==> src/rtl/subword_mem_ctrl.sv <==
// Initiator-side controller for a word-addressed memory: byte/half/word loads and stores,
// big-endian lanes, read-modify-write for sub-word stores, sign/zero-extended load data.
//
// state   | meaning
// --------+----------------------------------------------------------
// S_IDLE  | waiting for req; latches the request on accept
// S_READ  | memory word captured; loads finish here, sub-word stores merge next
// S_WRITE | single mem_we cycle with the merged or full word
// S_DONE  | done pulse, err valid; req ignored here
module subword_mem_ctrl (
   input  logic        clk,
   input  logic        reset,
   input  logic        req,
   input  logic        wr,
   input  logic [1:0]  size,
   input  logic        uns,
   input  logic [31:0] addr,
   input  logic [31:0] wdata,
   output logic        busy,
   output logic        done,
   output logic        err,
   output logic [31:0] rdata,
   output logic [31:0] mem_a,
   output logic        mem_we,
   output logic [31:0] mem_wd,
   input  logic [31:0] mem_rd
);

   typedef enum logic [1:0] {
      S_IDLE  = 2'd0,
      S_READ  = 2'd1,
      S_WRITE = 2'd2,
      S_DONE  = 2'd3
   } state_t;

   state_t      r_state;
   logic        r_wr;
   logic [1:0]  r_size;
   logic        r_uns;
   logic [31:0] r_addr;
   logic [31:0] r_wdata;
   logic [31:0] r_word;
   logic        r_err;
   logic [31:0] r_rdata;

   logic        w_misalign;
   logic [7:0]  w_byte;
   logic [15:0] w_half;
   logic [31:0] w_load;
   logic [31:0] w_merge;

   assign w_misalign = (size == 2'b11)
                     | ((size == 2'b01) & addr[0])
                     | ((size == 2'b10) & (addr[1:0] != 2'b00));

   // Lane extraction reads mem_rd directly so the load result lands on the READ edge.
   always_comb begin
      w_byte = 8'h00;
      case (r_addr[1:0])
         2'd0: w_byte = mem_rd[31:24];
         2'd1: w_byte = mem_rd[23:16];
         2'd2: w_byte = mem_rd[15:8];
         2'd3: w_byte = mem_rd[7:0];
         default: w_byte = 8'h00;
      endcase
      w_half = r_addr[1] ? mem_rd[15:0] : mem_rd[31:16];
      case (r_size)
         2'b00:   w_load = r_uns ? {24'h0, w_byte} : {{24{w_byte[7]}}, w_byte};
         2'b01:   w_load = r_uns ? {16'h0, w_half} : {{16{w_half[15]}}, w_half};
         default: w_load = mem_rd;
      endcase
   end

   always_comb begin
      w_merge = r_word;
      case (r_size)
         2'b00: begin
            case (r_addr[1:0])
               2'd0: w_merge[31:24] = r_wdata[7:0];
               2'd1: w_merge[23:16] = r_wdata[7:0];
               2'd2: w_merge[15:8]  = r_wdata[7:0];
               2'd3: w_merge[7:0]   = r_wdata[7:0];
               default: w_merge = r_word;
            endcase
         end
         2'b01: begin
            if (r_addr[1]) w_merge[15:0]  = r_wdata[15:0];
            else           w_merge[31:16] = r_wdata[15:0];
         end
         default: w_merge = r_wdata;
      endcase
   end

   assign busy   = (r_state != S_IDLE);
   assign done   = (r_state == S_DONE);
   assign mem_we = (r_state == S_WRITE);
   assign err    = r_err;
   assign rdata  = r_rdata;
   assign mem_a  = ((r_state == S_READ) || (r_state == S_WRITE)) ? {r_addr[31:2], 2'b00} : 32'h0;
   assign mem_wd = (r_state == S_WRITE) ? w_merge : 32'h0;

   always_ff @(posedge clk or negedge reset) begin
      if (!reset) begin
         r_state <= S_IDLE;
         r_wr    <= 1'b0;
         r_size  <= 2'b00;
         r_uns   <= 1'b0;
         r_addr  <= 32'h0;
         r_wdata <= 32'h0;
         r_word  <= 32'h0;
         r_err   <= 1'b0;
         r_rdata <= 32'h0;
      end else begin
         case (r_state)
            S_IDLE: begin
               if (req) begin
                  r_wr    <= wr;
                  r_size  <= size;
                  r_uns   <= uns;
                  r_addr  <= addr;
                  r_wdata <= wdata;
                  r_err   <= w_misalign;
                  if (w_misalign)
                     r_state <= S_DONE;
                  else if (wr && (size == 2'b10))
                     r_state <= S_WRITE;
                  else
                     r_state <= S_READ;
               end
            end
            S_READ: begin
               r_word <= mem_rd;
               if (r_wr) begin
                  r_state <= S_WRITE;
               end else begin
                  r_rdata <= w_load;
                  r_state <= S_DONE;
               end
            end
            S_WRITE: r_state <= S_DONE;
            S_DONE:  r_state <= S_IDLE;
            default: r_state <= S_IDLE;
         endcase
      end
   end

endmodule

==> config.mk <==
export PLATFORM = sky130hd
export DESIGN_NAME = subword_mem_ctrl
export DESIGN_NICKNAME = d
export VERILOG_FILES = /design/src/rtl/subword_mem_ctrl.sv
export SDC_FILE = /design/constraint.sdc
export NUM_CORES = 1
export LEC_CHECK = 0
export ABC_AREA = 1
export ABC_CLOCK_PERIOD_IN_PS = 3740
export BUFFER_PORTS_ARGS = -buffer_cell sky130_fd_sc_hd__buf_2
export CAP_MARGIN = 20
export CELL_PAD_IN_SITES_DETAIL_PLACEMENT = 1
export CELL_PAD_IN_SITES_GLOBAL_PLACEMENT = 1
export CORE_MARGIN = 4
export CORE_UTILIZATION = 41
export CTS_CLUSTER_SIZE = 40
export DETAILED_ROUTE_END_ITERATION = 10
export PLACE_DENSITY_LB_ADDON = 0.05
export SYNTH_ARGS = -nofsm -noshare
export SYNTH_HDL_FRONTEND = slang
export SYNTH_SLANG_ARGS = --single-unit
==> constraint.sdc <==
create_clock -name clk -period 3.74 [get_ports clk]
set_clock_uncertainty 0.05 [all_clocks]
set_input_delay 0.748 -clock clk [delete_from_list [all_inputs] [get_ports clk]]
set_output_delay 0.748 -clock clk [all_outputs]
set_load 0.01 [all_outputs]
# Yosys cells after proc, flatten, opt, wreduce, memory -nomap -nowiden
# Cells that the tools add are included.
# totals
register_bits,135
inputBits,103
out_inout_bits,100
elab_cells,53
# classes
n_eq_ne,11
mux,19
n_bitwise,5
reduce_logical,9
# ops
op,count
32-bit 2-to-1 mux,4
32-bit case mux with 2 select lines,2
16-bit 2-to-1 mux,3
8-bit 2-to-1 mux,4
8-bit case mux with 4 select lines,1
"2-bit == test, second input constant",6
"2-bit by 1-bit == test with 1-bit output, second input constant",4
2-bit case mux with 4 select lines,1
2-bit logical NOT,3
2-bit 2-to-1 mux,3
2-bit AND reduction,2
2-bit nonzero test,2
1-bit bitwise AND,2
"2-bit inequality test, second input constant",1
1-bit bitwise OR,2
1-bit logical AND,1
1-bit logical OR,1
1-bit 2-to-1 mux,1
1-bit NOT,1

# Depth between registers and ports, before layout
# logic_depth
depth_word,7
mapped_depth,11
depth_no_buf,9

# Worst setup path before layout
# OpenSTA, ideal clock, no wires.
# synth_timing
path_type,flip-flop to output port
from,reg r_size[1]
to,out mem_wd[28]
t_arrival_ns,1.295
t_required_ns,2.942
slack_ns,1.647
path_stages_with_launch,8
n_path_buf,2
cell_sequence,dfrtp_1 > buf_6 > nor2_8 > nand2_2 > clkbuf_1 > o211ai_1 > nor2_1 > nor2_1
# synth_between
elab_chain_cells,3
elab_cells_between_ends,4
cone_classes,eq/ne: 1; mux: 2; reduce/logical: 1
# synth_lines
element,line_no,text
"start, declared",38,logic [1:0] r_size;
"start signal, assigned",118,r_size <= size;
2-bit by 1-bit == test with 1-bit output / 2-bit logical NOT (equally long branches),76,case (r_size)
32-bit case mux with 2 select lines (*),76,
32-bit 2-to-1 mux (*),100,assign mem_wd = (r_state == S_WRITE) ? w_merge : 32'h0;
"end, declared",25,"output logic [31:0] mem_wd,"
# Mark *: on every way between the ends. The rest lies on a longest branch, timed or not.

# Worst setup path in the final report
# layout_timing
from,reg r_addr[1]
to,out mem_wd[17]
# layout_between
elab_chain_cells,4
elab_cells_between_ends,5
cone_classes,eq/ne: 1; mux: 4
# layout_lines
element,line_no,text
"start, declared",40,logic [31:0] r_addr;
"start signal, assigned",120,r_addr <= addr;
2-bit by 1-bit == test with 1-bit output,78,case (r_addr[1:0])
8-bit 2-to-1 mux,78,
32-bit case mux with 2 select lines (*),76,
32-bit 2-to-1 mux (*),100,
# Marks and branches as above.

==> results.sh <==
export IMPL_finalNetCount=1180
export IMPL_top_layer="met4"
export IMPL_grt_pass1_vias=6994
export IMPL_worst_pin_slew_ps=923
export IMPL_dr_wl_met2_um=11800
export IMPL_fmax_mhz=316
export IMPL_worstPathRequired_ps=2940
export IMPL_antennaDiodeCount=0
export IMPL_regToRegSetupSlack_ps=1430
export IMPL_final_fill_count=2227
export IMPL_synth_distinct_cells=31
export IMPL_dr_wl_met3_um=1260
export IMPL_vdd_ir_drop_worst_mv=0.519
export IMPL_grt_usage_pct=24.2
export IMPL_finalHoldViolCount=0
export IMPL_multi_input_area_sq_mm=0.00316
export IMPL_drt_total_wl_um=23800
export IMPL_drc=0
export IMPL_r2r_cells=9
export IMPL_met1Wirelength_um=10500
export IMPL_place_port_buffers=200
export IMPL_drt_iter0_drc=355
export IMPL_antenna_found_initial=0
export IMPL_die_y_um=141
export IMPL_viasPerCell=5.21
export IMPL_leakage_uw=0.00471
export IMPL_syn2layout_area_growth_pct=23.3
export IMPL_cp_start_kind="flop"
export IMPL_crit_type="reg -> out"
export IMPL_std_cell_rows=48
export IMPL_synth_seq_cells=135
export IMPL_grt_overflow=0
export IMPL_power_total_uw=8790
export IMPL_status="finished, final reports clean"
export IMPL_register_area_sq_mm=0.00338
export IMPL_insertion_delay_ps=430
export IMPL_synth_warnings=0
export IMPL_yosysSeqAreaShare_pct=46.8
export IMPL_gp_congestion=0.852
export IMPL_ctsLongestPathBuffers=2
export IMPL_start_util_pct=41.8
export IMPL_cts_tree="built"
export IMPL_slew_headroom_pct=38.0
export IMPL_period_minus_slack_ps=3170
export IMPL_drv_slew=0
export IMPL_fin_tns_setup_ps=0
export IMPL_final_period_utilization_pct=84.7
export IMPL_wl_per_cell_um=18.2
export IMPL_setup_violations=0
export IMPL_cts_setup_buffers=0
export IMPL_syn_avg_cell_area_sq_um=8.06
export IMPL_path_clk_slew_ps=60
export IMPL_boundaryPins=203
export IMPL_drive_above_1_share_pct=30.2
export IMPL_hold_buffers=0
export IMPL_core_area_sq_mm=0.0173
export IMPL_max_cap_viol_count=0
export IMPL_cts_made_buffers=17
export IMPL_ctsHtreeMaxLevel=4
export IMPL_die_area_sq_mm=0.0198
export IMPL_hpwl_um=17600
export IMPL_synthCells=896
export IMPL_syn_area_sq_mm=0.00723
export IMPL_die_x_um=141
export IMPL_min_path_type="in -> async"
export IMPL_grt_pass1_wl_um=37800
export IMPL_grt_max_degree=66
export IMPL_cts_sinks=135
export IMPL_crit_fanout=14
export IMPL_postRouteAntennaNets=0
export IMPL_endpoint_kind="primary output"
export IMPL_clock_root_buffer="clkbuf_16"
export IMPL_cp_arrival_ps=2370
export IMPL_rsz0062_at_grt="false"
export IMPL_detailedRoute_firstPassIterationCount=6
export IMPL_pwr_density_cell_mw_per_mm2=987
export IMPL_cts_resized=0
export IMPL_vias=6825
[per-stage QoR]
step | setup WS, ps | std cells | hold slack, ps | util, % | area (sq um)
after floorplan | 1650 | 897 | 402 | - | 7230
after global placement | 1090 | 1278 | 417 | 48.2 | 8340
after detailed placement | 1030 | 1278 | 430 | 48.2 | 8340
after CTS | 565 | 1310 | 292 | 51.5 | 8910
after global routing | 336 | 1310 | 300 | 51.5 | 8910
final | 574 | 1310 | 262 | 51.5 | 8910
[final cells by class]
cell class | count | area share [%]
Clock buffer | 18 | 4.82
Clock inverter | 14 | 1.56
Inverter | 109 | 4.59
Multi-Input combinational cell | 598 | 35.4
Sequential cell | 135 | 37.9
Tap cell | 225 | 3.16
Timing Repair Buffer | 211 | 12.5
[registers in the layout, indices dropped and copies added (netlist names)]
signal / cells
r_wr: 1
r_uns: 1
r_wdata: 32
r_addr: 32
r_word: 32
rdata: 32
err: 1
r_size: 2
r_state: 2
[worst paths after layout]
path                                             start                    end
max in group asynchronous                        reset  r_addr[1]$_DFFE_PN0P_
worst max register to register  r_state[1]$_DFFE_PN0P_  rdata[25]$_DFFE_PN0P_
min in group clk                       err$_DFFE_PN0P_        err$_DFFE_PN0P_
worst min register to register         err$_DFFE_PN0P_        err$_DFFE_PN0P_
worst min-delay path                             reset  r_word[8]$_DFFE_PN0N_
worst max-delay path             r_addr[1]$_DFFE_PN0P_             mem_wd[17]
[worst max-delay path, cell delays in order, from the launching register on]
cell,delay [ps]
dfrtp_1,730
inv_2,250
nand2_2,200
inv_1,170
nand2_1,100
nand3_1,60
a31oi_1,250
buf_2,190
[cells in the final DEF (no fill, tap or decap), drive strengths merged]
| cell type | count |
|---|---|
| o22ai | 14 |
| clkinvlp | 3 |
| clkinv | 2 |
| mux2 | 48 |
| or2 | 16 |
| inv | 117 |
| o31ai | 1 |
| a31oi | 13 |
| nand2 | 184 |
| o21bai | 5 |
| clkbuf | 18 |
| nor2 | 76 |
| nand3 | 28 |
| dfrtp | 135 |
| buf | 211 |
| bufinv | 1 |
| nor3 | 1 |
| ha | 5 |
| o21ai | 86 |
| o211ai | 1 |
| conb | 2 |
| a21oi | 118 |
[logic make-up (layout without fill, tap and decap cells)]
family	Yosys count	after routing	synth area share, %
buffers and inverters	164	352	9.68
flip-flops	135	135	46.8
other	1	2	0.0519
multiplexers	48	48	7.48
AO/OA/AOI/OAI	238	238	17.2
AND/OR/NAND/NOR	305	305	17.9
adder cells (fa/ha/maj)	5	5	0.866
[synthesized netlist by cell type, drive strengths merged]
library cell,count,area share [%]
buf,31,2.8
nor3,1,0.069
ha,5,0.87
nor2,76,4.5
o21ai,86,6.0
inv,109,5.7
or2,16,1.4
o31ai,1,0.10
dfrtp,135,47
mux2,48,7.5
a31oi,13,1.1
o22ai,14,1.2
a21oi,118,8.2
conb,1,0.052
o21bai,5,0.52
clkbuf,24,1.2
o211ai,1,0.10
nand3,28,2.3
nand2,184,9.7
[where the power goes]
group	switching [uW]	internal, uW
clock	719	933
combinational	2750	1660
sequential	524	2200
total	4000	4800
[routing by layer]
metal | vias up | global-route usage (%)
li1 | 3268 | -
met1 | 3350 | 32.0
met2 | 182 | 41.0
met3 | 25 | 5.53
met4 | 0 | 5.35
met5 | - | 0
Note: power is estimated with default switching activity, not from simulation.
